**src/rtl/pc_seq_pkg.sv**
```systemverilog
// Shared types and constants for the program-counter sequencer.
package pc_seq_pkg;

    localparam int PC_W      = 12;
    localparam int LUT_IDX_W = 6;

    // Relative-branch offsets selected by branch_idx; any other index gives 0.
    localparam int BR_OFF_0 = -5;
    localparam int BR_OFF_1 = 20;
    localparam int BR_OFF_2 = -1;
    localparam int BR_OFF_3 = -20;
    localparam int BR_OFF_4 = -3;
    localparam int BR_OFF_5 = 2;

    typedef enum logic [1:0] {
        IDLE,
        RUN,
        HALTED
    } seq_state_t;

endpackage

```
**src/rtl/rel_target_lut.sv**
```systemverilog
// Relative-branch LUT: maps a branch index to a signed D-bit PC offset.
module rel_target_lut
    import pc_seq_pkg::*;
#(
    parameter int D = PC_W
) (
    input  logic        [LUT_IDX_W-1:0] idx_i,
    output logic signed [D-1:0]         offset_o
);

    // Pure table lookup; unlisted indices give offset 0 (a taken branch self-loops).
    always_comb begin
        offset_o = '0;
        case (idx_i)
            LUT_IDX_W'(0): offset_o = D'(BR_OFF_0);
            LUT_IDX_W'(1): offset_o = D'(BR_OFF_1);
            LUT_IDX_W'(2): offset_o = D'(BR_OFF_2);
            LUT_IDX_W'(3): offset_o = D'(BR_OFF_3);
            LUT_IDX_W'(4): offset_o = D'(BR_OFF_4);
            LUT_IDX_W'(5): offset_o = D'(BR_OFF_5);
            default:       offset_o = '0;
        endcase
    end

endmodule

```
**src/rtl/pc_sequencer.sv**
```systemverilog
// Fetch-stage PC sequencer: owns the PC, a small return stack and run control.
module pc_sequencer
    import pc_seq_pkg::*;
#(
    parameter int             D        = PC_W,
    parameter logic [D-1:0]   START_PC = '0,
    parameter int             RS_DEPTH = 4
) (
    input  logic                 clk,
    input  logic                 reset,
    input  logic                 start,
    input  logic                 stall,
    input  logic                 branch_en,
    input  logic [LUT_IDX_W-1:0] branch_idx,
    input  logic                 abs_jump,
    input  logic                 call_en,
    input  logic                 ret_en,
    input  logic [D-1:0]         abs_target,
    input  logic                 halt_req,
    output logic [D-1:0]         pc,
    output logic                 fetch_valid,
    output logic                 done,
    output logic                 stack_err
);

    // Stack pointer counts entries 0..RS_DEPTH, so it needs one bit beyond the index.
    localparam int             IDX_W   = $clog2(RS_DEPTH);
    localparam int             SP_W    = IDX_W + 1;
    localparam logic [SP_W-1:0] SP_FULL = SP_W'(RS_DEPTH);

    seq_state_t        state_q, state_d;
    logic [D-1:0]      pc_q, pc_d;
    logic [SP_W-1:0]   sp_q, sp_d;
    logic              err_q, err_d;
    logic              push_en;
    logic [D-1:0]      pc_inc;
    logic [IDX_W-1:0]  top_idx;
    logic signed [D-1:0] br_offset;
    logic [D-1:0]      stack_q [RS_DEPTH];

    rel_target_lut #(
        .D(D)
    ) u_lut (
        .idx_i    (branch_idx),
        .offset_o (br_offset)
    );

    // Wraps modulo 2^D naturally; also the return address pushed by a call.
    assign pc_inc  = pc_q + D'(1);
    // Index of the most recent entry; only meaningful when sp_q != 0.
    assign top_idx = sp_q[IDX_W-1:0] - IDX_W'(1);

    // Control state register: FSM, PC, stack pointer and sticky error.
    always_ff @(posedge clk) begin
        if (reset) begin
            state_q <= IDLE;
            pc_q    <= START_PC;
            sp_q    <= '0;
            err_q   <= 1'b0;
        end else begin
            state_q <= state_d;
            pc_q    <= pc_d;
            sp_q    <= sp_d;
            err_q   <= err_d;
        end
    end

    // Return-stack storage; contents are don't-care once the pointer is cleared.
    always_ff @(posedge clk) begin
        if (push_en && !reset) begin
            stack_q[sp_q[IDX_W-1:0]] <= pc_inc;
        end
    end

    // Next-state logic: run control first, then one PC action by priority.
    always_comb begin
        state_d = state_q;
        pc_d    = pc_q;
        sp_d    = sp_q;
        err_d   = err_q;
        push_en = 1'b0;
        case (state_q)
            IDLE, HALTED: begin
                if (start) begin
                    state_d = RUN;
                    pc_d    = START_PC;
                    sp_d    = '0;
                    err_d   = 1'b0;
                end
            end
            RUN: begin
                if (halt_req) begin
                    state_d = HALTED;
                end else if (!stall) begin
                    if (ret_en) begin
                        if (sp_q == '0) begin
                            err_d   = 1'b1;
                            state_d = HALTED;
                        end else begin
                            pc_d = stack_q[top_idx];
                            sp_d = sp_q - SP_W'(1);
                        end
                    end else if (call_en) begin
                        if (sp_q == SP_FULL) begin
                            err_d   = 1'b1;
                            state_d = HALTED;
                        end else begin
                            push_en = 1'b1;
                            pc_d    = abs_target;
                            sp_d    = sp_q + SP_W'(1);
                        end
                    end else if (abs_jump) begin
                        pc_d = abs_target;
                    end else if (branch_en) begin
                        pc_d = pc_q + $unsigned(br_offset);
                    end else begin
                        pc_d = pc_inc;
                    end
                end
            end
            default: begin
                state_d = IDLE;
                pc_d    = START_PC;
                sp_d    = '0;
                err_d   = 1'b0;
            end
        endcase
    end

    assign pc          = pc_q;
    assign fetch_valid = (state_q == RUN) && !stall;
    assign done        = (state_q == HALTED);
    assign stack_err   = err_q;

endmodule

```
**config.mk**
```make
export PLATFORM = sky130hd
export DESIGN_NAME = pc_sequencer
export DESIGN_NICKNAME = d
export VERILOG_FILES = /design/src/rtl/pc_seq_pkg.sv /design/src/rtl/rel_target_lut.sv /design/src/rtl/pc_sequencer.sv
export SDC_FILE = /design/constraint.sdc
export NUM_CORES = 1
export LEC_CHECK = 0
export ABC_AREA = 1
export CORE_MARGIN = 2
export CORE_UTILIZATION = 35
export DETAILED_ROUTE_END_ITERATION = 8
export HOLD_SLACK_MARGIN = 0.02
export SYNTH_ARGS = -nofsm -noshare
export SYNTH_HDL_FRONTEND = slang
export SYNTH_SLANG_ARGS = --single-unit
```
**constraint.sdc**
```tcl
create_clock -name clk -period 6.24 [get_ports clk]
set_input_delay 1.248 -clock clk [delete_from_list [all_inputs] [get_ports clk]]
set_output_delay 1.248 -clock clk [all_outputs]
set_load 0.005 [all_outputs]
```
# After elaboration in Yosys (flattened, before gate mapping)

Memories as Yosys holds them, arrays and structs flattened.
Cells that the tools add are included.

Eq/ne operators: 21
Add/sub/neg operators: 5
Mux-type cells: 43
Reductions and logical operators: 12

Operators by type and width:

| kind                                                                   | count |
|---|---|
| 12-bit two-way mux                                                     | 9 |
| 12-bit case mux with 6 select lines                                    | 1 |
| 12-bit case mux with 2 select lines                                    | 1 |
| 3-bit two-way mux                                                      | 7 |
| 3-bit != test (second input constant)                                  | 6 |
| 4-bit != test (second input constant)                                  | 4 |
| 1-bit two-way mux                                                      | 15 |
| 2-bit two-way mux                                                      | 7 |
| 12-bit by 1-bit adder with 12-bit output (second input constant)       | 1 |
| 12-bit adder                                                           | 1 |
| 6-bit by 2-bit equality test with 1-bit output (second input constant) | 2 |
| 6-bit by 3-bit equality test with 1-bit output (second input constant) | 2 |
| 6-bit AND reduction                                                    | 2 |
| 5-bit AND reduction                                                    | 2 |
| 6-bit by 1-bit equality test with 1-bit output (second input constant) | 1 |
| 6-bit zero test                                                        | 1 |
| 2-bit != test (second input constant)                                  | 3 |
| 3-bit case mux with 2 select lines                                     | 1 |
| 2-bit case mux with 2 select lines                                     | 1 |
| 3-bit by 1-bit adder with 3-bit output (second input constant)         | 1 |
| 3-bit equality test (second input constant)                            | 1 |
| 3-bit zero test                                                        | 1 |
| 3-bit by 1-bit subtractor with 3-bit output (second input constant)    | 1 |
| 2-bit by 1-bit equality test with 1-bit output (second input constant) | 1 |
| 7 further kinds                                                        | 9 |

Input bits: 27
Logic and storage cells: 86
Flip-flop bits (word level): 18
Output and inout port bits: 15
Memories kept: 1
Bits in writable memories: 48

Memories:

| memory  | depth | bits a word | rd ports | clocked after Yosys merged registers in | write ports | line               | RTL |
|---|---|---|---|---|---|---|---|
| stack_q | 4     | 12          | 1        | 0                                       | 1           | pc_sequencer.sv:39 | `logic [D-1:0] stack_q [RS_DEPTH];` |

# Logic depth before layout (Yosys ltp)

Depth after elaboration: 10
Gate-level depth with buffers: 20

# By module

From an unflattened synthesis, not the netlist that was laid out.

Cell total of the unflattened synthesis: 530
Area, all modules: 4196.5 um^2

Modules (own cells, without submodules):

| module         | times used | area an instance (um^2) | cells an instance |
|---|---|---|---|
| pc_sequencer   | 1          | 4027.6                  | 497 |
| rel_target_lut | 1          | 168.9                   | 33 |

# Least setup slack after synthesis

No wires, ideal clock.

Path kind: in2reg
From: input branch_idx[5]
To: register pc_q[9], in the netlist pc[9]
Setup slack: 3123 ps
Stages: 19
Data arrival time: 2992 ps
Data required time: 6114 ps
Path through: inv_1 -> nand3_1 -> nor2_1 -> inv_1 -> or2_2 -> o31ai_1 -> ha_1 -> nand3_1 -> nand3_1 -> nand2_1 -> nand2_1 -> nand2_1 -> nand2_1 -> nand2_1 -> nand3_1 -> nand2_1 -> nand2_1 -> nand2_1 -> a21oi_1

Word-level cells in the longest chain between the ends: 10

RTL lines:

| element                                                                | line                 | RTL |
|---|---|---|
| start: declaration                                                     | pc_sequencer.sv:14   | `input logic [LUT_IDX_W-1:0] branch_idx,` |
| 6-bit by 3-bit equality test with 1-bit output (tied with other cells) | rel_target_lut.sv:14 | `case (idx_i)` |
| 12-bit case mux with 6 select lines *                                  | rel_target_lut.sv:14 |  |
| 12-bit adder *                                                         | pc_sequencer.sv:115  | `pc_d = pc_q + $unsigned(br_offset);` |
| 12-bit two-way mux *                                                   | pc_sequencer.sv:114  | `end else if (branch_en) begin` |
| 12-bit two-way mux *                                                   | pc_sequencer.sv:112  | `end else if (abs_jump) begin` |
| 12-bit two-way mux *                                                   | pc_sequencer.sv:103  | `end else if (call_en) begin` |
| 12-bit two-way mux *                                                   | pc_sequencer.sv:95   | `if (ret_en) begin` |
| 12-bit two-way mux *                                                   | pc_sequencer.sv:94   | `end else if (!stall) begin` |
| 12-bit two-way mux *                                                   | pc_sequencer.sv:92   | `if (halt_req) begin` |
| 12-bit case mux with 2 select lines *                                  | pc_sequencer.sv:82   | `case (state_q)` |
| end signal: assignment                                                 | pc_sequencer.sv:62   | `pc_q <= pc_d;` |
| end: declaration                                                       | pc_sequencer.sv:32   | `logic [D-1:0] pc_q, pc_d;` |

Every way passes the cells marked *; elsewhere a longest branch is shown, timed or not. The select of a mux whose other input is x is not followed.
A chain may end at the register's enable or synchronous reset.

# Worst setup path after layout

From: register sp_q[0]
To: memory stack_q[3][0] (netlist name) (enable)

Word-level cells in the longest chain between the ends: 10

RTL lines:

| element                                 | line                | RTL |
|---|---|---|
| start: declaration                      | pc_sequencer.sv:33  | `logic [SP_W-1:0] sp_q, sp_d;` |
| start signal: assignment                | pc_sequencer.sv:63  | `sp_q <= sp_d;` |
| 3-bit equality test                     | pc_sequencer.sv:104 | `if (sp_q == SP_FULL) begin` |
| 1-bit two-way mux                       | pc_sequencer.sv:104 |  |
| 1-bit two-way mux                       | pc_sequencer.sv:103 |  |
| 1-bit two-way mux                       | pc_sequencer.sv:95  |  |
| 1-bit two-way mux                       | pc_sequencer.sv:94  |  |
| 1-bit two-way mux                       | pc_sequencer.sv:92  |  |
| 1-bit two-way mux                       | pc_sequencer.sv:82  |  |
| 1-bit logical AND                       | pc_sequencer.sv:70  | `if (push_en && !reset) begin` |
| 1-bit two-way mux                       | pc_sequencer.sv:70  |  |
| 1-bit two-way mux (implied by the code) | pc_sequencer.sv:71  | `stack_q[sp_q[IDX_W-1:0]] <= pc_inc;` |
| end: declaration                        | pc_sequencer.sv:39  |  |

Parallel ways exist; a longest one is shown, timed or not.

==> impl_metrics.ini <==
[route]
vias = 3550
first_pass_iters = 5
wire_per_inst_um = 15.3
viasPerCell = 5.21
drt.antenna.violating_nets = 0
drc = 0
drt_iter0_drc = 193
routed_wl_um = 10400

[finish]
n_fill_cell = 1152
area_delta_synth_final_pct = 21.3
antenna_cells = 0
drive_gt1_share_pct = 8.74
fin_nets = 578
final_util_pct = 43.2

[power]
p_sw_uw = 320
combPwrFrac_pct = 16.3
leakagePower_nw = 2.02
pwr-share-seq_pct = 39.1
sw_frac_of_total_pct = 25.1
ir_drop_mv = 0.107
p_per_area_mw_per_mm2 = 259
intPower_uw = 953
clkPwrFrac_pct = 44.5
p_total_mw = 1.27

[place]
numPortBuffers = 41
place.gp.congestion = 0.842
dp_hpwl_um = 7930

[die]
start_util_pct = 35.6
die_w_um = 112
die-area_mm2 = 0.0125
std_cell_rows = 39
core_area_mm2 = 0.0114
ios = 42
die_y_um = 112

[worst_setup_path]
crit_fanout = 28
worst-setup-path-type = reg2reg
cp-end-kind = flop
worstPathArrival_ps = 3970
worstPathRequired_ps = 6190
cp-start-kind = flop

[timing]
timing.fmax_mhz = 249
slew_headroom_pct = 28.3
finalSetupTns_ps = 0
worst_slew_pin_slew_ps = 1070
finalClockSkew_ps = 4.46
maxSlewViolCount = 0
setup_violations = 0
hold_viol = 0
fin_crit_ps = 4020
finalCritPeriodShare_pct = 64.4
rsz0062_at_grt = no

[global_route]
antenna_found_initial = 0
grt.total_usage_pct = 17.1
first_global_vias = 3482
grt_max_degree = 29
grt_overflow = 0
grt_pass1_wl_um = 16700

[logic_synthesis]
synthTopCellsByCount = nand2_1 (112), nor2_1 (57), inv_1 (51), edfxtp_1 (48), a21oi_1 (37)
synth-seq-cells = 66
synthAdderAreaFrac_pct = 5.93
synth_compound_area_share_pct = 16.5
yosysMostFrequentCell = nand2_1
ys_seq_area_share_pct = 44.5
synth_top_cell_area_share_pct = 35.6
synth_edf_count = 48
synthesis.instances = 494
synth_top_family_by_area = simple AND/OR/NAND/NOR gates
synthSimpleGateAreaFrac_pct = 24.6
mappedNetlistNets = 539
synth_warnings = 0
yosysUniqueCellTypes = 49
muxShareOfSynthArea_pct = 0
synth_area_leaders = edfxtp_1 (36%), nand2_1 (10%), dfxtp_1 (8.9%)
syn-cell-area_mm2 = 0.00405
synth_xor_area_share_pct = 1.08
ys.flop_type = edfxtp_1
postSynth.asyncResetShare_pct = 0
yosys.area.top_type = edfxtp_1
syn_avg_cell_area_um2 = 8.20

[clocking]
cts_sinks = 66
clockRootBuffer = clkbuf_16
cts_resized = 0
path_clk_slew_ps = 50
worstSkewPairLatency_ps = 330
cts_tree = done
cts_setup_buffers = 0
htree_num_levels = 3
clockBufferDepth = 2
cts_buffers = 9
hold_buffers = 0

[status]
status = complete, no violations

[worst_hold_path]
hold_class = reg2reg

[run]
cap_viol_max_count = 0
## flip-flops by register name (all words and copies together) (netlist names)
signal	count
stack_q	48
pc	12
sp_q	3
state_q	2
stack_err	1
## critical path, cell delays in order, from the launching register on
cell and delay [ps]:
dfxtp_1 870, clkinv_1 820, ha_1 510, nand2_1 100
inv_1 80, nor4_1 170, nand4_1 230, nor2_1 860
## power by group through the flow
stage	combinational (mW)	clock, mW	sequential (mW)
2_1_floorplan	0.145	0	0.499
3_3_place_gp	0.206	0	0.507
3_5_place_dp	0.208	0	0.507
4_1_cts	0.209	0.573	0.498
5_1_grt	0.233	0.595	0.500
6_report	0.208	0.567	0.498
## kinds of logic (layout without fill, tap and decap cells)
kind of cell / after synthesis / count (layout)
compound gates: 105 / 105
flops: 66 / 66
fa+ha+maj: 18 / 18
simple gates: 226 / 226
buf+inv: 74 / 118
xor+xnor: 5 / 5
## area by class of cell
cell class                 count  area [um2]  share of cell area [%]
clock inverter                 5         103                    2.09
timing repair buffer          41         410                    8.35
tap                          143         179                    3.64
clock buffer                  11         233                    4.73
inverter                      61         239                    4.86
multi-input combinational    354        1950                    39.7
sequential                    66        1800                    36.7
## through the flow
| step | hold WS [ps] | cell area [um2] | cells | worst slack, ps |
|---|---|---|---|---|
| 2_1_floorplan | 468 | 4050 | 494 | 3120 |
| 3_3_place_gp | 485 | 4580 | 665 | 2250 |
| 3_5_place_dp | 489 | 4580 | 665 | 2150 |
| 4_1_cts | 501 | 4920 | 681 | 2160 |
| 5_1_grt | 535 | 4920 | 681 | 1710 |
| 6_report | 498 | 4920 | 681 | 2220 |
## worst paths after layout
| kind | from | endpoint | slack, ps | cells after the start |
|---|---|---|---|---|
| setup reg to reg | sp_q[0] | stack_q[3][0] | 2220 | 7 |
| setup / recovery | sp_q[0] | stack_q[3][0] | 2220 | 7 |
| hold / removal | stack_err | stack_err | 500 | 1 |
| hold reg to reg | stack_err | stack_err | 500 | 1 |
## cell usage in the layout (no fill, tap or decap), drive strengths merged
cell type / n
fa: 2
dfxtp: 18
nor2: 62
a211oi: 2
bufinv: 3
a22oi: 2
o22ai: 1
or2: 3
a21oi: 41
o221a: 7
a31o: 1
o31ai: 1
a31oi: 1
nand4: 5
nor4: 1
inv: 58
nand3b: 2
nor3: 1
nand2: 115
ha: 16
and2: 1
xor2: 4
o211a: 1
nand3: 36
clkdlybuf4s50: 41
clkinvlp: 1
o21ai: 33
o221ai: 3
a21o: 2
o21bai: 3
a221o: 1
edfxtp: 48
o211ai: 6
clkinv: 4
xnor2: 1
clkbuf: 11
## routing by layer
metal	share of wire, %	GRT usage [%]	up-vias
met5	0	0	-
met2	50	30.3	97
met1	44	20.4	1681
met4	2.2	7.24	0
li1	-	-	1757
met3	4.5	3.21	15
Power figures use the tool's default switching activity.
